$ cat config.mk
export PLATFORM = sky130hd
export DESIGN_NAME = seq_frame_tx
export DESIGN_NICKNAME = d
export VERILOG_FILES = /design/src/rtl/seq_frame_pkg.sv /design/src/rtl/seq_frame_shreg.sv /design/src/rtl/seq_frame_tx.sv
export SDC_FILE = /design/constraint.sdc
export NUM_CORES = 1
export LEC_CHECK = 0
export CORE_UTILIZATION = 55
export DETAILED_ROUTE_END_ITERATION = 8
export PLACE_DENSITY = 0.82
export SLEW_MARGIN = 20
export SYNTH_ARGS = -nofsm -noshare
export SYNTH_HDL_FRONTEND = slang
export SYNTH_SLANG_ARGS = --single-unit
$ cat constraint.sdc
create_clock -name clk -period 4.5 [get_ports clk]
set_clock_uncertainty 0.2 [all_clocks]
set_input_delay 1.35 -clock clk [delete_from_list [all_inputs] [get_ports clk]]
set_output_delay 1.35 -clock clk [all_outputs]
set_load 0.05 [all_outputs]
$ cat src/rtl/seq_frame_pkg.sv
// Shared definitions for the "101" sequence link: transmitter FSM states and
// the framing constants used by both the sending and receiving ends.
package seq_frame_pkg;

   typedef enum logic [1:0] {
      S_IDLE  = 2'd0,
      S_PRE   = 2'd1,
      S_DATA  = 2'd2,
      S_GUARD = 2'd3
   } seq_tx_state_t;

   localparam logic [2:0] SEQ_PREAMBLE  = 3'b101;
   localparam int         SEQ_PRE_LEN   = 3;
   localparam logic       SEQ_IDLE_BIT  = 1'b0;
   localparam logic       SEQ_GUARD_BIT = 1'b0;

endpackage

$ cat src/rtl/seq_frame_shreg.sv
// Parallel-in / serial-out payload register; the MSB is the next bit to send.
module seq_frame_shreg #(
   parameter int DATA_W = 8
) (
   input  logic              clk,
   input  logic              rst,
   input  logic              load,
   input  logic              shift,
   input  logic [DATA_W-1:0] din,
   output logic              msb
);

   logic [DATA_W-1:0] data_reg;

   always_ff @(posedge clk) begin
      if (rst) begin
         data_reg <= '0;
      end else if (load) begin
         data_reg <= din;
      end else if (shift) begin
         data_reg <= {data_reg[DATA_W-2:0], 1'b0};
      end
   end

   assign msb = data_reg[DATA_W-1];

endmodule

$ cat src/rtl/seq_frame_tx.sv
// Bit-serial frame transmitter: sends preamble 101, the payload MSB-first and a
// guard 0 per accepted word; back-to-back frames leave no idle gap.
module seq_frame_tx
   import seq_frame_pkg::*;
#(
   parameter int DATA_W = 8
) (
   input  logic              clk,
   input  logic              rst,
   input  logic              in_valid,
   input  logic [DATA_W-1:0] in_data,
   output logic              in_ready,
   output logic              tx_out,
   output logic              tx_active,
   output logic              frame_done
);

   // The counter also indexes the 3-bit preamble, so it needs at least 2 bits.
   localparam int CNT_W = ($clog2(DATA_W) < 2) ? 2 : $clog2(DATA_W);
   localparam logic [CNT_W-1:0] CNT_PRE_LAST  = CNT_W'(SEQ_PRE_LEN - 1);
   localparam logic [CNT_W-1:0] CNT_DATA_LAST = CNT_W'(DATA_W - 1);

   seq_tx_state_t    state_reg, state_next;
   logic [CNT_W-1:0] cnt_reg, cnt_next;
   logic             tx_out_reg, tx_out_next;
   logic             tx_active_reg, tx_active_next;
   logic             frame_done_reg, frame_done_next;
   logic             accept;
   logic             shreg_msb;
   logic             shreg_shift;
   logic [3:0]       pre_vec;

   assign pre_vec     = {1'b0, SEQ_PREAMBLE};
   assign in_ready    = ((state_reg == S_IDLE) || (state_reg == S_GUARD)) && !rst;
   assign accept      = in_valid && in_ready;
   assign shreg_shift = (state_next == S_DATA);

   seq_frame_shreg #(
      .DATA_W (DATA_W)
   ) u_shreg (
      .clk   (clk),
      .rst   (rst),
      .load  (accept),
      .shift (shreg_shift),
      .din   (in_data),
      .msb   (shreg_msb)
   );

   always_ff @(posedge clk) begin
      if (rst) begin
         state_reg      <= S_IDLE;
         cnt_reg        <= '0;
         tx_out_reg     <= SEQ_IDLE_BIT;
         tx_active_reg  <= 1'b0;
         frame_done_reg <= 1'b0;
      end else begin
         state_reg      <= state_next;
         cnt_reg        <= cnt_next;
         tx_out_reg     <= tx_out_next;
         tx_active_reg  <= tx_active_next;
         frame_done_reg <= frame_done_next;
      end
   end

   always_comb begin
      state_next = S_IDLE;
      cnt_next   = cnt_reg;
      case (state_reg)
         S_IDLE: begin
            state_next = S_IDLE;
            if (accept) begin
               state_next = S_PRE;
               cnt_next   = CNT_PRE_LAST;
            end
         end
         S_PRE: begin
            state_next = S_PRE;
            cnt_next   = cnt_reg - CNT_W'(1);
            if (cnt_reg == '0) begin
               state_next = S_DATA;
               cnt_next   = CNT_DATA_LAST;
            end
         end
         S_DATA: begin
            state_next = S_DATA;
            cnt_next   = cnt_reg - CNT_W'(1);
            if (cnt_reg == '0) begin
               state_next = S_GUARD;
               cnt_next   = '0;
            end
         end
         S_GUARD: begin
            state_next = S_IDLE;
            cnt_next   = '0;
            if (accept) begin
               state_next = S_PRE;
               cnt_next   = CNT_PRE_LAST;
            end
         end
         default: begin
            state_next = S_IDLE;
            cnt_next   = '0;
         end
      endcase
   end

   // Outputs are decoded from the next state so the registered line lines up
   // with the state it belongs to, one cycle after accept.
   always_comb begin
      tx_out_next     = SEQ_IDLE_BIT;
      tx_active_next  = 1'b0;
      frame_done_next = 1'b0;
      case (state_next)
         S_PRE: begin
            tx_out_next    = pre_vec[cnt_next[1:0]];
            tx_active_next = 1'b1;
         end
         S_DATA: begin
            tx_out_next    = shreg_msb;
            tx_active_next = 1'b1;
         end
         S_GUARD: begin
            tx_out_next     = SEQ_GUARD_BIT;
            tx_active_next  = 1'b1;
            frame_done_next = 1'b1;
         end
         default: begin
            tx_out_next     = SEQ_IDLE_BIT;
            tx_active_next  = 1'b0;
            frame_done_next = 1'b0;
         end
      endcase
   end

   assign tx_out     = tx_out_reg;
   assign tx_active  = tx_active_reg;
   assign frame_done = frame_done_reg;

endmodule

# Yosys cells after proc, flatten, opt, wreduce, memory -nomap -nowiden
# Index checks and enable logic that the tools add are counted.
# Widths: inputs -> output; s select.
[totals]
input_bits = 11
reg_bits = 16
out_inout_bits = 4
[op_classes]
n_eq_ne = 7
magnitude_cmp = 1
n_mux = 16
reduce_logical = 9
addsub = 1
[ops]
columns = ["op", "count"]
rows = [
  ["$mux 8", 2],
  ["$pmux 3 s4", 1],
  ["$mux 3", 3],
  ["$eq 2x2->1 const B", 4],
  ["$pmux 2 s3", 1],
  ["$mux 1", 5],
  ["$eq 2x1->1 const B", 2],
  ["$mux 2", 2],
  ["$logic_not 3->1", 1],
  ["$lt 2x3->1 const B", 1],
  ["$reduce_or 3->1", 1],
  ["$sub 3x1->3 const B", 1],
  ["$bmux 1 s2", 1],
  ["$logic_and 1x1->1", 2],
  ["$logic_not 2->1", 1],
  ["$ne 2x2->1 const B", 1],
  ["$pmux 1 s2", 1],
  ["$reduce_bool 2->1", 1],
  ["$reduce_or 2->1", 1],
  ["$logic_not 1->1", 1],
  ["$logic_or 1x1->1", 1],
]

# Logic depth before layout (Yosys ltp)
[depth]
depth_word = 9
mapped_depth = 10
ltp_nobuf = 8

# Hierarchy
# Synthesis repeated with hierarchy kept, for this count alone.
[hier_totals]
cells_unflattened = 91
hier_area_um2 = 878.3
[modules_own_cells]
columns = ["module", "area_each_um2", "n_inst", "cells_each"]
rows = [
  ["seq_frame_tx", 509.2, 1, 56],
  ["seq_frame_shreg", 369.1, 1, 35],
]

# Worst setup path before layout
# No wires, ideal clock.
[synth_timing]
path_type = "input to output"
from = "in rst"
to = "out in_ready"
stages = 3
setup_slack_ps = 649
path_buffers = 2
required_time_ps = 2950
arrival_ps = 2301
path_cell_list = "buf_6 -> buf_2 -> nor2_1"
[synth_between]
elab_chain_cells = 2
[synth_lines]
columns = ["item", "line_no", "source"]
rows = [
  ["start: declaration", "seq_frame_tx.sv:9", "input logic rst,"],
  ["$logic_not 1->1", "seq_frame_tx.sv:34", "assign in_ready = ((state_reg == S_IDLE) || (state_reg == S_GUARD)) && !rst;"],
  ["$logic_and 1x1->1", "seq_frame_tx.sv:34", ""],
  ["end: declaration", "seq_frame_tx.sv:12", "output logic in_ready,"],
]
# Every way passes these cells.

# Final worst setup path
# Ends and elaborated chain as after synthesis.

==> reports/results.ini <==
[run_status]
outcome=finished, final reports clean

[logic_synthesis]
synth_cell_types=34
yosysSeqAreaShare_pct=35.5
syn_nets=111
yosysWarnings=0
avgSynthCellArea_sq_um=9.81
synth_area_sq_um=902
synth-seq-cells=16
synthCells=92

[clock_tree]
worstSkewPairLatency_ns=0.29
clockBufferDepth=2
cts_buffers=3
cts.clk_slew.worst_paths_ns=0.10
cts_tree=yes
cts_resized=0
ctsHoldBuffers=0
cts.htree.levels=1
cts_root_buf=clkbuf_4
cts_setup_buffers=0
cts_sinks=16

[global_route]
grt_overflow_total=0
grt_pass1_wl_microns=2680
groute.layer.met2.usage_pct=32.9
grt_usage_pct=19.9
grt_max_degree=19
grt.busiest_layer=met2
globalRouteMet3Util_pct=5.60
use_met1_pct=23.7
grt_pass1_vias=615
antenna_found_initial=0

[floorplanning]
die_w_microns=42.5
core_area_sq_mm=0.00152
die_area_sq_mm=0.00181
dieHeight_microns=42.5
initial_core_util_pct=59.2
pin_count=15
core.rowCount=14

[placed_design]
io_buffers=14
gp_congestion=0.835
numPlacedInstances=117
dp_hpwl_microns=1090

[worst_setup_path]
path_class=primary input to primary output
critPathLaunchType=primary input
cp_data_required_time_ns=2.95
crit_path_end_kind=primary output
critPathArrivalTime_ns=2.12
crit_fanout=2

[power]
p_int_uw=382
p_seq_share_pct=32.0
pwr-share-clk_pct=14.9
cellLeakagePower_nw=0.415
power_uw=652
swShare_pct=41.4
combPwrFrac_pct=53.1
p_sw_uw=270
power_density_mw_per_mm2=615
ir_drop_uv=344

[routing]
drt_iter0_drc=13
drc_errors=0
routed_via_density=5.42
vias=656
postRouteAntennaNets=0
drt-total-wl_microns=1530
drt-wirelength-per-cell_microns=12.6
dr.pass1.iters=4

[worst_hold_path]
hold_path_class=flip-flop to flip-flop

[sta]
final.period_utilization_pct=81.5
fmax_mhz=273
period_minus_slack_ns=3.67
rsz0062_at_grt=no
relSlewSlack_pct=59.4
hold_viol=0
setup-tns-final_ns=0
finalSetupViolations=0
slew_violations=0
tightest_slew_ns=0.609

[cells_and_area]
largest_reg_flops=8
final_util_pct=69.5
finalNonFillerCells=121
nets=125
drive_above_1_share_pct=15.2
syn2layout_area_growth_pct=17.5
diodes=0

[job]
cap_violations=0

==> logic make-up (layout without fill, tap and decap cells) <==
| kind of cell | after synthesis | in the layout | share of synthesized area (%) |
|---|---|---|---|
| buf+inv | 12 | 25 | 8.74 |
| flops | 16 | 16 | 35.5 |
| fa+ha+maj | 8 | 8 | 11.1 |
| mux | 7 | 7 | 7.77 |
| compound gates | 18 | 18 | 18.6 |
| simple gates | 31 | 31 | 18.3 |
==> metrics by stage <==
stage | instance area (sq um) | setup WS, ns | hold slack, ns
floorplan | 902 | 0.649 | 0.243
global placement | 1020 | 0.689 | 0.281
detailed placement | 1020 | 0.601 | 0.282
CTS | 1060 | 0.830 | 0.298
global route | 1060 | 0.780 | 0.311
finish | 1060 | 0.831 | 0.295
==> layout make-up <==
class	instances	area (sq um)
Clock buffer	4	36.3
Tap cell	16	20.0
Timing Repair Buffer	15	158
Multi-Input combinational cell	64	503
Sequential cell	16	320
Inverter	6	22.5
Fill cell	124	464
==> cell usage in the layout (no fill, tap or decap), drive strengths merged, types with 2 or more instances in the layout <==
cell type,count
a211oi,8
a21oi,2
buf,2
clkbuf,4
clkdlybuf4s50,13
dfxtp,16
ha,8
inv,6
mux2i,7
nand2,4
nor2,13
nor2b,2
nor3,2
==> power by group through the flow <==
stage               Clock, mW  Combinational (mW)  Sequential [mW]
finish                 0.0970               0.346            0.209
global route            0.106               0.382            0.215
CTS                    0.0983               0.349            0.208
detailed placement          0               0.347            0.211
global placement            0               0.339            0.210
floorplan                   0               0.246            0.232
==> layer usage <==
| metal | wire, microns | share of wire, % |
|---|---|---|
| met1 | 719 | 47 |
| met2 | 733 | 48 |
| met3 | 63 | 4.1 |
| met4 | 9 | 0.59 |
| met5 | 0 | 0 |
==> critical path, stage by stage <==
cell and delay [ns]:
clkdlybuf4s50_1 0.41, nor2_1 0.19, buf_12 0.17
==> cell usage after synthesis (all sizes together) <==
master / n / area (sq um)
nor4b: 1 / 8.76
a31oi: 1 / 6.26
clkbuf: 1 / 5.00
a21boi: 1 / 7.51
ha: 8 / 100
mux2i: 7 / 70.1
o221ai: 1 / 8.76
nand2: 4 / 15.0
or3b: 1 / 8.76
a211oi: 8 / 95.1
o32ai: 1 / 8.76
nor3: 2 / 10.0
or2: 1 / 6.26
buf: 5 / 51.3
nand2b: 1 / 6.26
nor3b: 1 / 12.5
nand3b: 1 / 7.51
a21oi: 2 / 10.0
o21ai: 1 / 5.00
nor2b: 2 / 12.5
nor2: 13 / 48.8
nand3: 1 / 5.00
or4b: 1 / 10.0
inv: 6 / 22.5
or3: 1 / 6.26
dfxtp: 16 / 320
a311oi: 1 / 8.76
and2b: 1 / 7.51
o21ba: 1 / 10.0
o31ai: 1 / 7.51
==> path summary, 6_finish.rpt <==
kind,from,to,slack (ns),cells past startpoint
max,rst,in_ready,0.83,3
min,u_shreg.data_reg[7]$_SDFFE_PP0P_,tx_out$_SDFF_PP0_,0.30,2
max reg2reg,state_reg[1]$_SDFF_PP0_,u_shreg.data_reg[1]$_SDFFE_PP0P_,1.80,8
min reg2reg,u_shreg.data_reg[7]$_SDFFE_PP0P_,tx_out$_SDFF_PP0_,0.30,2
No activity file was read; power rests on OpenSTA's default activity.
